File: src/rtl/ms_timer_pkg.sv
// Shared IO package for the millisecond timer/counter blocks: default tick rate,
// data width and the countdown timer state encoding.
package ms_timer_pkg;

    localparam int unsigned MS_TIMER_CLKS_PER_MS = 50000;
    localparam int unsigned MS_TIMER_DATA_W      = 32;

    typedef enum logic {
        MST_IDLE = 1'b0,
        MST_RUN  = 1'b1
    } ms_timer_state_t;

endpackage

File: src/rtl/ms_tick_gen.sv
// Millisecond prescaler: counts enabled cycles and flags the last cycle of each
// CLKS_PER_MS window. Shared with the free-running millisecond counter.
module ms_tick_gen #(
    parameter int unsigned CLKS_PER_MS = 50000
) (
    input  logic clk,
    input  logic rst_n,
    input  logic clear_i,
    input  logic enable_i,
    output logic tick_c_o
);

    localparam int unsigned PRESC_W = (CLKS_PER_MS > 1) ? $clog2(CLKS_PER_MS) : 1;
    localparam logic [PRESC_W-1:0] PRESC_MAX = PRESC_W'(CLKS_PER_MS - 1);

    logic [PRESC_W-1:0] presc_q;
    logic [PRESC_W-1:0] presc_d;

    // Wrapping at the tick means a reload needs no extra cycle between periods.
    always_comb begin
        presc_d = presc_q;
        if (clear_i) begin
            presc_d = '0;
        end else if (enable_i) begin
            presc_d = (presc_q == PRESC_MAX) ? '0 : presc_q + PRESC_W'(1);
        end
    end

    always_ff @(posedge clk or negedge rst_n) begin
        if (!rst_n) begin
            presc_q <= '0;
        end else begin
            presc_q <= presc_d;
        end
    end

    assign tick_c_o = enable_i && (presc_q == PRESC_MAX);

endmodule

File: src/rtl/ms_timer.sv
// Programmable millisecond countdown timer with one-cycle expiry interrupt.
// Define MS_TIMER_PERIODIC_EN to enable auto-reload (periodic) mode.
module ms_timer
    import ms_timer_pkg::*;
#(
    parameter int unsigned CLKS_PER_MS = MS_TIMER_CLKS_PER_MS
) (
    input  logic                       clk,
    input  logic                       rst_n,
    input  logic [MS_TIMER_DATA_W-1:0] reload_val_i,
    input  logic                       reload_we_i,
    input  logic                       start_i,
    input  logic                       stop_i,
    input  logic                       periodic_i,
    output logic [MS_TIMER_DATA_W-1:0] count_o,
    output logic                       busy_o,
    output logic                       irq_o
);

    localparam int unsigned W = MS_TIMER_DATA_W;

    ms_timer_state_t state_q;
    ms_timer_state_t state_d;
    logic [W-1:0]    reload_q;
    logic [W-1:0]    reload_d;
    logic [W-1:0]    count_q;
    logic [W-1:0]    count_d;
    logic            irq_q;
    logic            irq_d;
    logic            tick_c;
    logic            run_c;
    logic            presc_clear_c;
    logic            mode_c;

`ifdef MS_TIMER_PERIODIC_EN
    logic mode_q;
    logic mode_d;
    assign mode_c = mode_q;
`else
    logic unused_periodic;
    assign unused_periodic = periodic_i;
    assign mode_c          = 1'b0;
`endif

    // A same-cycle write is visible to a start in that cycle.
    assign reload_d      = reload_we_i ? reload_val_i : reload_q;
    assign run_c         = (state_q == MST_RUN);
    assign presc_clear_c = start_i | stop_i;

    ms_tick_gen #(
        .CLKS_PER_MS (CLKS_PER_MS)
    ) u_tick_gen (
        .clk      (clk),
        .rst_n    (rst_n),
        .clear_i  (presc_clear_c),
        .enable_i (run_c),
        .tick_c_o (tick_c)
    );

    // Priority in RUN: stop > restart > expiry tick.
    always_comb begin
        state_d = state_q;
        count_d = count_q;
        irq_d   = 1'b0;
`ifdef MS_TIMER_PERIODIC_EN
        mode_d  = mode_q;
`endif
        case (state_q)
            MST_IDLE: begin
                if (start_i && !stop_i && (reload_d != '0)) begin
                    state_d = MST_RUN;
                    count_d = reload_d;
`ifdef MS_TIMER_PERIODIC_EN
                    mode_d  = periodic_i;
`endif
                end
            end
            MST_RUN: begin
                if (stop_i) begin
                    state_d = MST_IDLE;
                    count_d = '0;
                end else if (start_i) begin
                    if (reload_d == '0) begin
                        state_d = MST_IDLE;
                        count_d = '0;
                    end else begin
                        count_d = reload_d;
`ifdef MS_TIMER_PERIODIC_EN
                        mode_d  = periodic_i;
`endif
                    end
                end else if (tick_c) begin
                    if (count_q > W'(1)) begin
                        count_d = count_q - W'(1);
                    end else begin
                        count_d = '0;
                        irq_d   = (count_q == W'(1));
                        if (mode_c && (count_q == W'(1)) && (reload_q != '0)) begin
                            count_d = reload_q;
                        end else begin
                            state_d = MST_IDLE;
                        end
                    end
                end
            end
            default: begin
                state_d = MST_IDLE;
                count_d = '0;
            end
        endcase
    end

    always_ff @(posedge clk or negedge rst_n) begin
        if (!rst_n) begin
            state_q  <= MST_IDLE;
            reload_q <= '0;
            count_q  <= '0;
            irq_q    <= 1'b0;
`ifdef MS_TIMER_PERIODIC_EN
            mode_q   <= 1'b0;
`endif
        end else begin
            state_q  <= state_d;
            reload_q <= reload_d;
            count_q  <= count_d;
            irq_q    <= irq_d;
`ifdef MS_TIMER_PERIODIC_EN
            mode_q   <= mode_d;
`endif
        end
    end

    assign count_o = count_q;
    assign busy_o  = run_c;
    assign irq_o   = irq_q;

endmodule

File: config.mk
export PLATFORM = sky130hd
export DESIGN_NAME = ms_timer
export DESIGN_NICKNAME = d
export VERILOG_FILES = /design/src/rtl/ms_timer_pkg.sv /design/src/rtl/ms_tick_gen.sv /design/src/rtl/ms_timer.sv
export SDC_FILE = /design/constraint.sdc
export NUM_CORES = 1
export LEC_CHECK = 0
export BUFFER_PORTS_ARGS = -buffer_cell sky130_fd_sc_hd__buf_2
export CELL_PAD_IN_SITES_DETAIL_PLACEMENT = 1
export CELL_PAD_IN_SITES_GLOBAL_PLACEMENT = 1
export CORE_MARGIN = 10
export CORE_UTILIZATION = 30
export CTS_CLUSTER_SIZE = 24
export DETAILED_ROUTE_END_ITERATION = 10
export GPL_TIMING_DRIVEN = 0
export PLACE_DENSITY_LB_ADDON = 0.15
export SLEW_MARGIN = 20
export SYNTH_ARGS = -nofsm -noshare
export SYNTH_HDL_FRONTEND = slang
export SYNTH_HIERARCHICAL = 1
export SYNTH_SLANG_ARGS = --single-unit
File: constraint.sdc
create_clock -name clk -period 2.85 [get_ports clk]
set_input_delay 0.57 -clock clk [delete_from_list [all_inputs] [get_ports clk]]
set_output_delay 0.57 -clock clk [all_outputs]
set_load 0.01 [all_outputs]
Word-level counts from Yosys, hierarchy flattened
Cells that the tools add are included.
Widths: inputs -> output; s select.
{"block": "op_classes", "mul": 0, "n_lt_le_gt_ge": 1, "n_div": 0, "n_bitwise": 2, "addsub": 2, "muxes": 23, "n_eq_ne": 4, "reduce_logical": 8, "shifts": 0}
{"operator": "$mux 32", "count": 7}
{"operator": "$pmux 32 s2", "count": 1}
{"operator": "$mux 16", "count": 3}
{"operator": "$eq 32x1->1 const B", "count": 1}
{"operator": "$gt 32x1->1 const B", "count": 1}
{"operator": "$logic_not 32->1", "count": 1}
{"operator": "$reduce_bool 32->1", "count": 1}
{"operator": "$sub 32x1->32 const B", "count": 1}
{"operator": "$add 16x1->16 const B", "count": 1}
{"operator": "$eq 16x16->1 const B", "count": 1}
{"operator": "$mux 1", "count": 11}
{"operator": "$ne 4x3->1 const B", "count": 1}
{"operator": "$logic_and 1x1->1", "count": 3}
{"operator": "$ne 2x2->1 const B", "count": 1}
{"operator": "$pmux 1 s2", "count": 1}
{"operator": "$reduce_and 2->1", "count": 1}
{"operator": "$reduce_bool 2->1", "count": 1}
{"operator": "$logic_not 1->1", "count": 1}
{"operator": "$not 1->1", "count": 1}
{"operator": "$or 1x1->1", "count": 1}
{"block": "totals", "memories": 0, "regBits": 82, "out_inout_bits": 34, "ramBits": 0, "wordCells": 45, "romBits": 0, "latchBits": 0, "in_bits": 38}

Logic depth before layout (Yosys ltp)
Gate-level depths: netlist (run 1).
{"block": "logic_depth", "ltp_word": 6, "depth_mapped": 11, "mapped_depth_nobuf": 10}

By module
The synthesis (run 1) kept the hierarchy.
{"mod": "ms_timer", "cells_each": 384, "n_inst": 1, "seq_area_each_um2": 1651.6, "area_per_inst_um2": 3743.6}
{"mod": "ms_tick_gen", "cells_each": 95, "n_inst": 1, "seq_area_each_um2": 400.4, "area_per_inst_um2": 991.0}

Worst setup path after synthesis (run 1)
OpenSTA, ideal clock, no wires.
{"block": "synth_timing", "path_type": "reg-to-reg", "from": "register count_q[6] (netlist: count_o[6])", "to": "register count_q[7] (netlist: count_o[7])", "t_arrival_ps": 2864, "path_stages_with_launch": 11, "setup_ps": 121, "synth_period_minus_slack_ps": 2985, "n_path_buf": 4, "slack_ps": -135, "t_required_ps": 2729, "cell_sequence": "dfrtp_1 -> or4_4 -> or4b_4 -> buf_6 -> or4_1 -> buf_2 -> nand2b_2 -> buf_6 -> buf_6 -> o21ai_1 -> a22o_1"}
{"block": "synth_via", "elab_chain_cells": 6, "word_cells_on_any_way": 7, "classes_between": "add/sub (1); order compare (1); mux (5)"}
{"item": "start: declaration", "line": "ms_timer.sv:26", "text": "logic [W-1:0] count_q;"}
{"item": "start signal: assignment", "line": "ms_timer.sv:125", "text": "count_q <= count_d;"}
{"item": "$sub 32x1->32 / $gt 32x1->1 (equally long branches)", "line": "ms_timer.sv:94, ms_timer.sv:93"}
{"item": "$mux 32 *", "line": "ms_timer.sv:93", "text": "if (count_q > W'(1)) begin"}
{"item": "$mux 32 *", "line": "ms_timer.sv:92", "text": "end else if (tick_c) begin"}
{"item": "$mux 32 *", "line": "ms_timer.sv:82", "text": "end else if (start_i) begin"}
{"item": "$mux 32 *", "line": "ms_timer.sv:79", "text": "if (stop_i) begin"}
{"item": "$pmux 32 s2 *", "line": "ms_timer.sv:68", "text": "case (state_q)"}
Mark *: on every way between the ends. The rest lies on a longest branch, timed or not. The select of a mux whose other input is x is not followed.
A chain may end at the register's enable or synchronous reset.

Worst setup path in the final report (run 1)
{"block": "layout_timing", "from": "register count_q[6] (netlist: count_o[6])", "to": "register count_q[13] (netlist: count_o[13])"}
The elaborated chain is that of the path after synthesis.

==> results of run 1 <==
==> registers in the layout, summed over array words and instances, names as in the netlist <==
name and count:
count_o 32, u_tick_gen/presc_q 16, reload_q 32, busy_o 1, irq_o 1
==> what timing repair did <==
item / CTS / global route
resized for setup: 38 / 38
pin swaps: 9 / 26
setup endpoints to repair: 33 / 33
setup buffers: 15 / 7
gates cloned: 2 / 1
==> final cells by class <==
class | instances | area, µm² | area share
Buffer | 24 | 148 | 0.0242
Clock buffer | 11 | 243 | 0.0398
Clock inverter | 5 | 62.6 | 0.0103
Inverter | 18 | 67.6 | 0.0111
Multi-Input combinational cell | 352 | 2670 | 0.437
Sequential cell | 82 | 2060 | 0.337
Tap cell | 211 | 264 | 0.0433
Timing Repair Buffer | 93 | 589 | 0.0967
==> Yosys cell counts, drive strengths merged, types with 4 or more instances <==
cell type and instances:
a211oi 4, a21o 5, a21oi 8, a221o 5, a22o 16, a31oi 5
a32oi 4, and3 4, buf 10, clkbuf 18, dfrtp 82, inv 17
mux2 24, mux2i 9, nand2 24, nand3 8, nand4 11, nor2 46
nor3 21, nor3b 4, nor4 20, nor4b 5, o21ai 35, o2bb2ai 5
o31ai 4, or2 5, or3 9, or4 7, or4b 4, xnor2 6
xor2 4
==> worst paths after layout <==
| path | start | endpoint | slack (ns) |
|---|---|---|---|
| worst min-delay path | rst_n | u_tick_gen/presc_q[2] | 0.16 |
| worst max-delay path | count_o[6] | count_o[13] | -0.10 |
| max in group asynchronous | rst_n | count_o[12] | 2.06 |
| worst min register to register | reload_q[17] | reload_q[17] | 0.53 |
| worst max register to register | count_o[6] | count_o[13] | -0.10 |
| min in group clk | reload_val_i[23] | reload_q[23] | 0.49 |
==> kinds of logic (layout without fill, tap and decap cells) <==
kind of cell | Yosys count | after routing | share of synthesized area
XOR/XNOR | 10 | 10 | 0.0185
AO/OA/AOI/OAI | 121 | 121 | 0.189
buffers and inverters | 46 | 151 | 0.0460
flip-flops | 82 | 82 | 0.433
adder cells (fa/ha/maj) | 3 | 3 | 0.00793
AND/OR/NAND/NOR | 184 | 185 | 0.229
multiplexers | 33 | 33 | 0.0761
==> stage by stage <==
step	hold WS, ns	TNS, ns	setup WS [ns]
after floorplan	0.274	-1.28	-0.0985
after global placement	0.515	-15.27	-0.639
after detailed placement	0.524	-17.16	-0.700
after CTS	0.166	-1.75	-0.119
after global routing	0.180	-2.71	-0.158
final	0.156	-1.24	-0.103
==> worst max-delay path, stage by stage (launching register included) <==
cell	delay, ns
dfrtp_1	0.39
or4_4	0.59
or4b_4	0.57
or4_4	0.60
nand2b_4	0.21
buf_8	0.16
nor2_2	0.04
a221o_1	0.26
==> where the power goes <==
| part | internal [µW] | leakage (µW) | switching, µW |
|---|---|---|---|
| clock network | 708 | 0.000142 | 512 |
| registers | 1300 | 0.00103 | 158 |
| logic | 374 | 0.00141 | 524 |
| total | 2380 | 0.00258 | 1190 |
==> routing by layer <==
metal,up-vias,track usage,routed length (µm)
met5,-,0,0
met4,0,0.0531,339
met3,20,0.0338,686
met2,86,0.286,9150
met1,2248,0.212,8100
li1,2023,-,-
==> insert_results.sql, run 1 <==
INSERT INTO impl_metrics (metric_group, metric, value, unit) VALUES
('global_route', 'vias_in_the_first_global_route', '4795', ''),
('synthesis', 'synth-warning-count', '6', ''),
('synthesis', 'synth_area_per_cell', '9.88', 'µm²'),
('timing', 'final-setup-viol-count', '19', ''),
('final_layout', 'final_common_cell', 'dfrtp_1', ''),
('critical_path', 'critPathArrivalTime', '3.19', 'ns'),
('place', 'place_inst', '760', ''),
('timing', 'finalHoldViolations', '0', ''),
('synthesis', 'syn_nets', '520', ''),
('timing', 'slew-limit-headroom', '0.529', ''),
('final_layout', 'layout-drive-gt1-share', '0.366', ''),
('cts', 'tritoncts.num_buffers', '9', ''),
('synthesis', 'synthArstFlopShare', '1.00', ''),
('synthesis', 'synth-seq-area-share', '0.433', ''),
('critical_path', 'critPathKind', 'flop to flop', ''),
('timing', 'skew', '0.00905', 'ns'),
('global_route', 'grt_first_pass_wirelength', '28500', 'µm'),
('final_layout', 'layout_net_count', '621', ''),
('final_layout', 'final_cell_mix', 'dfrtp_1 (79), buf_2 (71), nor2_1 (43)', ''),
('detailed_routing', 'detail-route-antenna-nets', '0', ''),
('cts', 'clock_sink_count', '82', ''),
('timing', 'period_share', '1.04', ''),
('outcome', 'run_status', 'finished, violations left', ''),
('place', 'number_of_i_o_port_buffers', '69', ''),
('final_layout', 'layout.filler_cells', '1758', ''),
('detailed_routing', 'drt_pass_1_iters', '4', ''),
('place', 'weighted_congestion_at_the_end_of_routability_driven_global_placement', '0.861', ''),
('synthesis', 'synth_edf_count', '0', ''),
('synthesis', 'ys_seq_elements', '82', ''),
('global_route', 'grt-ovfl-total', '0', ''),
('pwr', 'power_density', '586', 'nW/µm²'),
('synthesis', 'post_synth_num_cell_types', '75', ''),
('timing', 'unrepaired_setup_endpoints_after_global_routing', 'true', ''),
('detailed_routing', 'via_count', '4377', ''),
('timing', 'final.setup.worst_slack', '-0.103', 'ns'),
('critical_path', 'worst_setup_path_start_kind', 'flop', ''),
('detailed_routing', 'drt-initial-drc-count', '220', ''),
('synthesis', 'syn_area', '4730', 'µm²'),
('die', 'vert_die_dim', '146', 'µm'),
('timing', 'clock.fmax', '339', 'MHz'),
('timing', 'worst_slew_pin_slew', '0.707', 'ns'),
('global_route', 'grt_antenna_before_repair', '0', ''),
('cts', 'htree_num_levels', '3', ''),
('flow_run', 'timing.max_cap.violations', '0', ''),
('cts', 'tritoncts_clock_tree', 'built', ''),
('cts', 'cts_hold_buffers', '0', ''),
('die', 'core.rowCount', '45', ''),
('pwr', 'leakage', '0.00258', 'µW'),
('synthesis', 'synth_top_cells_by_area', 'dfrtp_1 (43%), mux2_2 (5.7%), nor2_1 (3.6%)', ''),
('final_layout', 'insertedDiodeCount', '0', ''),
('die', 'floorplan.io_pins', '72', ''),
('die', 'dieArea', '21200', 'µm²'),
('synthesis', 'netlist.top_cell.by_area', 'dfrtp_1', ''),
('critical_path', 'crit_required', '3.08', 'ns'),
('cts', 'clk_pin_slew', '0.07', 'ns'),
('die', 'die_w', '146', 'µm'),
('cts', 'clk_root_buf', 'clkbuf_16', ''),
('detailed_routing', 'detail_route.vias_per_cell', '5.50', ''),
('detailed_routing', 'drc_errors', '0', ''),
('detailed_routing', 'route.detailed.wl_per_inst', '23.0', 'µm'),
('final_layout', 'post-route-cell-area', '6090', 'µm²'),
('place', 'place_hpwl', '13400', 'µm'),
('die', 'initial_core_util', '0.309', ''),
('die', 'core_region_area', '15300', 'µm²'),
('final_layout', 'area_growth', '28.7', '%'),
('synthesis', 'synth_top_flop_cell', 'dfrtp_1', ''),
('global_route', 'grt_max_degree', '55', ''),
('min_path', 'min_path_type', 'input port to async pin', ''),
('synthesis', 'synth_top_area_share', '0.433', ''),
('detailed_routing', 'wirelength', '18300', 'µm'),
('critical_path', 'critical_path_peak_fanout', '7', ''),
('synthesis', 'synth_cells', '479', ''),
('outcome', 'violations', 'setup timing', ''),
('critical_path', 'timing.reg2reg.worst_path_depth', '7', ''),
('global_route', 'gr-usage-all-layers', '0.170', ''),
('cts', 'insertion_delay', '0.36', 'ns'),
('pwr', 'worst_ir_drop_on_vdd', '0.000331', 'V'),
('critical_path', 'worst_setup_ep_type', 'flop', ''),
('cts', 'clock_tree.buffer_depth', '2', ''),
('timing', 'min_period', '2.95', 'ns'),
('timing', 'maxSlewViolCount', '0', ''),
('final_layout', 'instances_no_fill', '796', ''),
('place', 'place_area', '5410', 'µm²'),
('final_layout', 'utilization', '0.398', ''),
('pwr', 'power', '3570', 'µW');
No activity file was read; power rests on OpenSTA's default activity.
==> inputs of run 2 (changes only) <==
--- a/config.mk
+++ b/config.mk
@@ -10,10 +10,12 @@
 export CELL_PAD_IN_SITES_GLOBAL_PLACEMENT = 1
 export CORE_MARGIN = 10
 export CORE_UTILIZATION = 30
+export CTS_BUF_LIST = sky130_fd_sc_hd__clkbuf_16
 export CTS_CLUSTER_SIZE = 24
 export DETAILED_ROUTE_END_ITERATION = 10
 export GPL_TIMING_DRIVEN = 0
 export PLACE_DENSITY_LB_ADDON = 0.15
+export SKIP_LAST_GASP = 1
 export SLEW_MARGIN = 20
 export SYNTH_ARGS = -nofsm -noshare
 export SYNTH_HDL_FRONTEND = slang
==> insert_results.sql, run 2 (synthesis results as in run 1) <==
INSERT INTO impl_metrics (metric_group, metric, value, unit) VALUES
('cts', 'tritoncts_clock_tree', 'built', ''),
('pwr', 'comb_pwr_share', '0.250', ''),
('cts', 'clk_pin_slew', '0.07', 'ns'),
('place', 'place_hpwl', '13400', 'µm'),
('outcome', 'violations', 'setup timing', ''),
('die', 'vert_die_dim', '146', 'µm'),
('detailed_routing', 'detail-route-antenna-nets', '0', ''),
('critical_path', 'worst_setup_ep_type', 'flop', ''),
('timing', 'slew-limit-headroom', '0.530', ''),
('critical_path', 'critPathArrivalTime', '3.19', 'ns'),
('critical_path', 'critPathKind', 'flop to flop', ''),
('cts', 'htree_num_levels', '3', ''),
('detailed_routing', 'drt_pass_1_iters', '5', ''),
('pwr', 'leakage', '0.00255', 'µW'),
('critical_path', 'critical_path_peak_fanout', '6', ''),
('timing', 'maxSlewViolCount', '0', ''),
('detailed_routing', 'drc_errors', '0', ''),
('global_route', 'grt_antenna_before_repair', '0', ''),
('die', 'floorplan.io_pins', '72', ''),
('pwr', 'power_density', '584', 'nW/µm²'),
('final_layout', 'final_common_cell', 'dfrtp_1', ''),
('final_layout', 'insertedDiodeCount', '0', ''),
('cts', 'insertion_delay', '0.35', 'ns'),
('timing', 'finalHoldViolations', '0', ''),
('global_route', 'vias_in_the_first_global_route', '4790', ''),
('global_route', 'grt-ovfl-total', '0', ''),
('place', 'weighted_congestion_at_the_end_of_routability_driven_global_placement', '0.861', ''),
('detailed_routing', 'detail_route.vias_per_cell', '5.57', ''),
('critical_path', 'worst_setup_path_start_kind', 'flop', ''),
('pwr', 'switching_share', '0.336', ''),
('timing', 'min_period', '2.95', 'ns'),
('timing', 'skew', '0.00866', 'ns'),
('die', 'core.rowCount', '45', ''),
('global_route', 'grt_max_degree', '55', ''),
('timing', 'final-setup-viol-count', '20', ''),
('timing', 'worst_slew_pin_slew', '0.705', 'ns'),
('die', 'dieArea', '21200', 'µm²'),
('pwr', 'internal_power', '2340', 'µW'),
('die', 'initial_core_util', '0.309', ''),
('die', 'core_region_area', '15300', 'µm²'),
('detailed_routing', 'via_count', '4412', ''),
('pwr', 'clock_power_share', '0.337', ''),
('final_layout', 'layout_net_count', '617', ''),
('final_layout', 'layout-drive-gt1-share', '0.348', ''),
('place', 'number_of_i_o_port_buffers', '69', ''),
('pwr', 'power', '3520', 'µW'),
('cts', 'tritoncts.num_buffers', '9', ''),
('final_layout', 'utilization', '0.394', ''),
('critical_path', 'crit_required', '3.08', 'ns'),
('timing', 'unrepaired_setup_endpoints_after_global_routing', 'true', ''),
('detailed_routing', 'wirelength', '18200', 'µm'),
('timing', 'clock.fmax', '338', 'MHz'),
('pwr', 'net-switching-power', '1190', 'µW'),
('place', 'place_inst', '760', ''),
('detailed_routing', 'route.detailed.wl_per_inst', '23.0', 'µm'),
('min_path', 'min_path_type', 'input port to async pin', ''),
('die', 'die_w', '146', 'µm'),
('final_layout', 'instances_no_fill', '792', ''),
('timing', 'period_share', '1.04', ''),
('critical_path', 'timing.reg2reg.worst_path_depth', '7', ''),
('pwr', 'p_seq_frac', '0.412', ''),
('detailed_routing', 'drt-initial-drc-count', '254', ''),
('outcome', 'run_status', 'finished, violations left', ''),
('timing', 'final.setup.worst_slack', '-0.105', 'ns'),
('final_layout', 'area_growth', '27.4', '%'),
('global_route', 'grt_first_pass_wirelength', '28500', 'µm'),
('cts', 'cts_hold_buffers', '0', ''),
('cts', 'clk_root_buf', 'clkbuf_16', ''),
('cts', 'clock_sink_count', '82', ''),
('cts', 'clock_tree.buffer_depth', '2', ''),
('flow_run', 'timing.max_cap.violations', '0', ''),
('pwr', 'worst_ir_drop_on_vdd', '0.000330', 'V'),
('final_layout', 'final_cell_mix', 'dfrtp_1 (79), buf_2 (70), nor2_1 (43)', ''),
('global_route', 'gr-usage-all-layers', '0.169', '');
## run 2: power groups by stage
| stage | combinational, µW | sequential, µW | clock, µW |
|---|---|---|---|
| 3_5_place_dp | 790 | 1480 | 0 |
| 3_3_place_gp | 777 | 1470 | 0 |
| 4_1_cts | 857 | 1450 | 1220 |
| 6_report | 881 | 1450 | 1190 |
| 2_1_floorplan | 427 | 1470 | 0 |
| 5_1_grt | 964 | 1480 | 1270 |
## run 2: stage by stage
| stage | area, µm² | hold WS [ns] | setup WS [ns] | TNS, ns |
|---|---|---|---|---|
| after floorplan | 4770 | 0.274 | -0.0985 | -1.28 |
| after global placement | 5380 | 0.515 | -0.639 | -15.27 |
| after detailed placement | 5410 | 0.524 | -0.700 | -17.16 |
| after CTS | 5930 | 0.166 | -0.120 | -1.87 |
| after global routing | 6030 | 0.180 | -0.160 | -2.73 |
| final | 6030 | 0.155 | -0.105 | -1.27 |
## run 2: critical path, stage by stage, from the launching register on
cell	delay [ns]
dfrtp_1	0.39
or4_4	0.59
or4b_4	0.58
or4_4	0.60
buf_4	0.18
nand2b_4	0.09
nor2_1	0.07
a221o_1	0.33
## run 2: path summary, 6_finish.rpt
check | slack (ns) | startpoint | to
max in group asynchronous | 2.06 | rst_n | count_o[12]
min in group clk | 0.49 | reload_val_i[23] | reload_q[23]
worst max-delay path | -0.10 | count_o[6] | count_o[17]
worst min-delay path | 0.15 | rst_n | u_tick_gen/presc_q[2]
worst min register to register | 0.53 | reload_q[17] | reload_q[17]
worst max register to register | -0.10 | count_o[6] | count_o[17]
## run 2: layout make-up
cell class	instances	area, µm²
clock inverter	7	70.1
timing repair buffer	89	559
clock buffer	9	225
multi-input combinational	352	2640
tap	211	264
buffer	24	150
fill	1765	9280
inverter	18	67.6
sequential	82	2060
## run 2: repair_timing
action,CTS,global route
setup endpoints to repair,33,33
cloned,2,1
resized for setup,34,36
setup buffers,15,3
pin swaps,7,24
## run 2: metal layers
metal / part of all wire / vias to the layer above / track usage
met2: 0.50 / 111 / 0.286
met4: 0.019 / 0 / 0.0531
met5: 0 / - / 0
met3: 0.044 / 21 / 0.0314
met1: 0.44 / 2258 / 0.214
li1: - / 2022 / -
==> inputs of run 3 (changes only) <==
--- a/config.mk
+++ b/config.mk
@@ -14,7 +14,8 @@
 export CTS_CLUSTER_SIZE = 24
 export DETAILED_ROUTE_END_ITERATION = 10
 export GPL_TIMING_DRIVEN = 0
-export PLACE_DENSITY_LB_ADDON = 0.15
+export PLACE_DENSITY = 0.59
+export SETUP_SLACK_MARGIN = 0.4
 export SKIP_LAST_GASP = 1
 export SLEW_MARGIN = 20
 export SYNTH_ARGS = -nofsm -noshare
==> insert_results.sql, run 3 (synthesis results as in run 1) <==
INSERT INTO impl_metrics (metric_group, metric, value, unit) VALUES
('die', 'die_w', '146', 'µm'),
('die', 'core.rowCount', '45', ''),
('cts', 'clk_pin_slew', '0.07', 'ns'),
('final_layout', 'multi_input_logic_area', '2630', 'µm²'),
('global_route', 'grt_max_degree', '53', ''),
('critical_path', 'timing.reg2reg.worst_path_depth', '10', ''),
('pwr', 'leakage', '0.00268', 'µW'),
('final_layout', 'final_cell_mix', 'dfrtp_1 (79), buf_2 (73), nor2_1 (43)', ''),
('cts', 'tritoncts.num_buffers', '9', ''),
('cts', 'clock_tree.buffer_depth', '2', ''),
('final_layout', 'insertedDiodeCount', '0', ''),
('final_layout', 'final_common_cell', 'dfrtp_1', ''),
('die', 'dieArea', '21200', 'µm²'),
('place', 'weighted_congestion_at_the_end_of_routability_driven_global_placement', '0.826', ''),
('place', 'number_of_i_o_port_buffers', '69', ''),
('final_layout', 'layout.filler_cells', '1773', ''),
('global_route', 'grt_antenna_before_repair', '0', ''),
('global_route', 'grt-ovfl-total', '0', ''),
('pwr', 'net-switching-power', '1210', 'µW'),
('detailed_routing', 'route.detailed.wl_per_inst', '23.4', 'µm'),
('pwr', 'internal_power', '2450', 'µW'),
('detailed_routing', 'drc_errors', '0', ''),
('timing', 'min_period', '3.10', 'ns'),
('detailed_routing', 'wirelength', '18900', 'µm'),
('detailed_routing', 'drt_pass_1_iters', '4', ''),
('timing', 'period_share', '1.09', ''),
('pwr', 'comb_pwr_share', '0.255', ''),
('die', 'vert_die_dim', '146', 'µm'),
('final_layout', 'area_growth', '31.8', '%'),
('global_route', 'vias_in_the_first_global_route', '4844', ''),
('detailed_routing', 'drt-initial-drc-count', '221', ''),
('critical_path', 'worst_setup_path_start_kind', 'flop', ''),
('timing', 'skew', '0.00813', 'ns'),
('timing', 'worst_slew_pin_slew', '0.760', 'ns'),
('outcome', 'run_status', 'finished, violations left', ''),
('cts', 'clk_root_buf', 'clkbuf_16', ''),
('pwr', 'power_density', '587', 'nW/µm²'),
('die', 'core_region_area', '15300', 'µm²'),
('cts', 'insertion_delay', '0.35', 'ns'),
('timing', 'final-setup-viol-count', '24', ''),
('critical_path', 'critical_path_peak_fanout', '6', ''),
('critical_path', 'worst_setup_ep_type', 'flop', ''),
('die', 'initial_core_util', '0.309', ''),
('final_layout', 'layout-drive-gt1-share', '0.366', ''),
('global_route', 'groute.layer.met2.usage', '0.290', ''),
('pwr', 'p_seq_frac', '0.396', ''),
('detailed_routing', 'via_count', '4578', ''),
('timing', 'maxSlewViolCount', '0', ''),
('timing', 'slew-limit-headroom', '0.493', ''),
('critical_path', 'crit_required', '3.08', 'ns'),
('critical_path', 'worst-r2r-setup-slack', '-0.25', 'ns'),
('critical_path', 'critPathKind', 'flop to flop', ''),
('detailed_routing', 'detail_route.vias_per_cell', '5.65', ''),
('pwr', 'switching_share', '0.330', ''),
('global_route', 'gr-usage-met3', '0.0379', ''),
('cts', 'tritoncts_clock_tree', 'built', ''),
('global_route', 'grt_first_pass_wirelength', '29500', 'µm'),
('critical_path', 'critPathArrivalTime', '3.33', 'ns'),
('cts', 'htree_num_levels', '3', ''),
('cts', 'clock_sink_count', '82', ''),
('place', 'place_hpwl', '13500', 'µm'),
('timing', 'unrepaired_setup_endpoints_after_global_routing', 'true', ''),
('timing', 'setup_total_negative_slack', '-4.31', 'ns'),
('critical_path', 'worstReg2RegStart', 'count_o[12]', ''),
('pwr', 'power', '3660', 'µW'),
('global_route', 'grt-busiest-layer', 'met2', ''),
('flow_run', 'timing.max_cap.violations', '0', ''),
('pwr', 'worst_ir_drop_on_vdd', '0.000314', 'V'),
('critical_path', 'timing.rr.end', 'count_o[17]', ''),
('timing', 'finalHoldViolations', '0', ''),
('final_layout', 'layout_net_count', '635', ''),
('final_layout', 'seq_cell_area', '2060', 'µm²'),
('global_route', 'gr-usage-all-layers', '0.176', ''),
('outcome', 'violations', 'setup timing', ''),
('timing', 'hold_slack', '0.250', 'ns'),
('pwr', 'clock_power_share', '0.349', ''),
('die', 'floorplan.io_pins', '72', ''),
('timing', 'clock.fmax', '323', 'MHz'),
('timing', 'final.setup.worst_slack', '-0.246', 'ns'),
('min_path', 'min_path_type', 'input port to async pin', ''),
('global_route', 'groute.layer.met1.usage', '0.228', ''),
('detailed_routing', 'detail-route-antenna-nets', '0', '');
## run 3: cell types whose count changed in the layout (fill, tap and decap cells not counted), moves of 2 or more
| cell | previous run | this run |
|---|---|---|
| buf_4 | 16 | 27 |
| o21ai_1 | 12 | 17 |
| buf_2 | 70 | 73 |
| buf_12 | 1 | 3 |
| clkbuf_8 | 0 | 2 |
| o21ai_0 | 15 | 13 |
| o21ai_2 | 7 | 5 |
## run 3: final cells by class
type                       count  share of cell area
clock inverter                 7              0.0148
timing repair buffer         104               0.112
buffer                        28              0.0323
inverter                      18              0.0108
tap                          211              0.0423
clock buffer                   9              0.0361
sequential                    82               0.330
multi-input combinational    351               0.422
## run 3: worst max path at each step
stage / from / to / slack [ns] / cells after the start
6_report: count_o[12] / count_o[17] / -0.25 / 10
5_1_grt: count_o[12] / count_o[30] / -0.29 / 10
4_1_cts: count_o[4] / count_o[18] / -0.23 / 11
3_5_place_dp: reload_we_i / count_o[14] / -0.45 / 8
3_3_place_gp: reload_we_i / count_o[14] / -0.44 / 8
2_1_floorplan: count_o[12] / count_o[13] / -0.1 / 10
## run 3: per-stage QoR
stage               instances  utilization  cell area [µm²]  worst slack [ns]
finish                    810        0.407             6240            -0.246
global route              810        0.407             6240            -0.286
global placement          759        0.353             5400            -0.444
detailed placement        760        0.354             5420            -0.452
floorplan                 479            -             4790           -0.0985
CTS                       795        0.394             6040            -0.234
## run 3: repair_timing
action | CTS | global route
gates resized for setup | 28 | 38
endpoints found under the hold margin | 0 | 0
endpoints found under the setup margin | 35 | 34
buffers inserted | 16 | 15
pin swaps | 11 | 17
gates cloned | 3 | 0
hold buffers | 0 | 0
## run 3: worst max-delay path, stage by stage, from the launching register on
cell and delay, ns:
dfrtp_2 0.43, or4_4 0.54, or4b_4 0.53, buf_8 0.14, or4_4 0.47, buf_6 0.14, nand2b_4 0.06, buf_12 0.11
buf_8 0.11, nor2_1 0.08, a221o_1 0.36
## run 3: power groups by stage
stage	clock, µW	combinational [µW]	sequential (µW)
after floorplan	0	433	1470
after global placement	0	783	1470
after detailed placement	0	794	1480
after CTS	1300	877	1450
after global routing	1360	1010	1470
final	1280	933	1450
## run 3: routing by layer
metal  wire length (µm)  share of wire
met1               8360           0.44
met2               9280           0.49
met3                942          0.050
met4                334          0.018
met5                  0              0
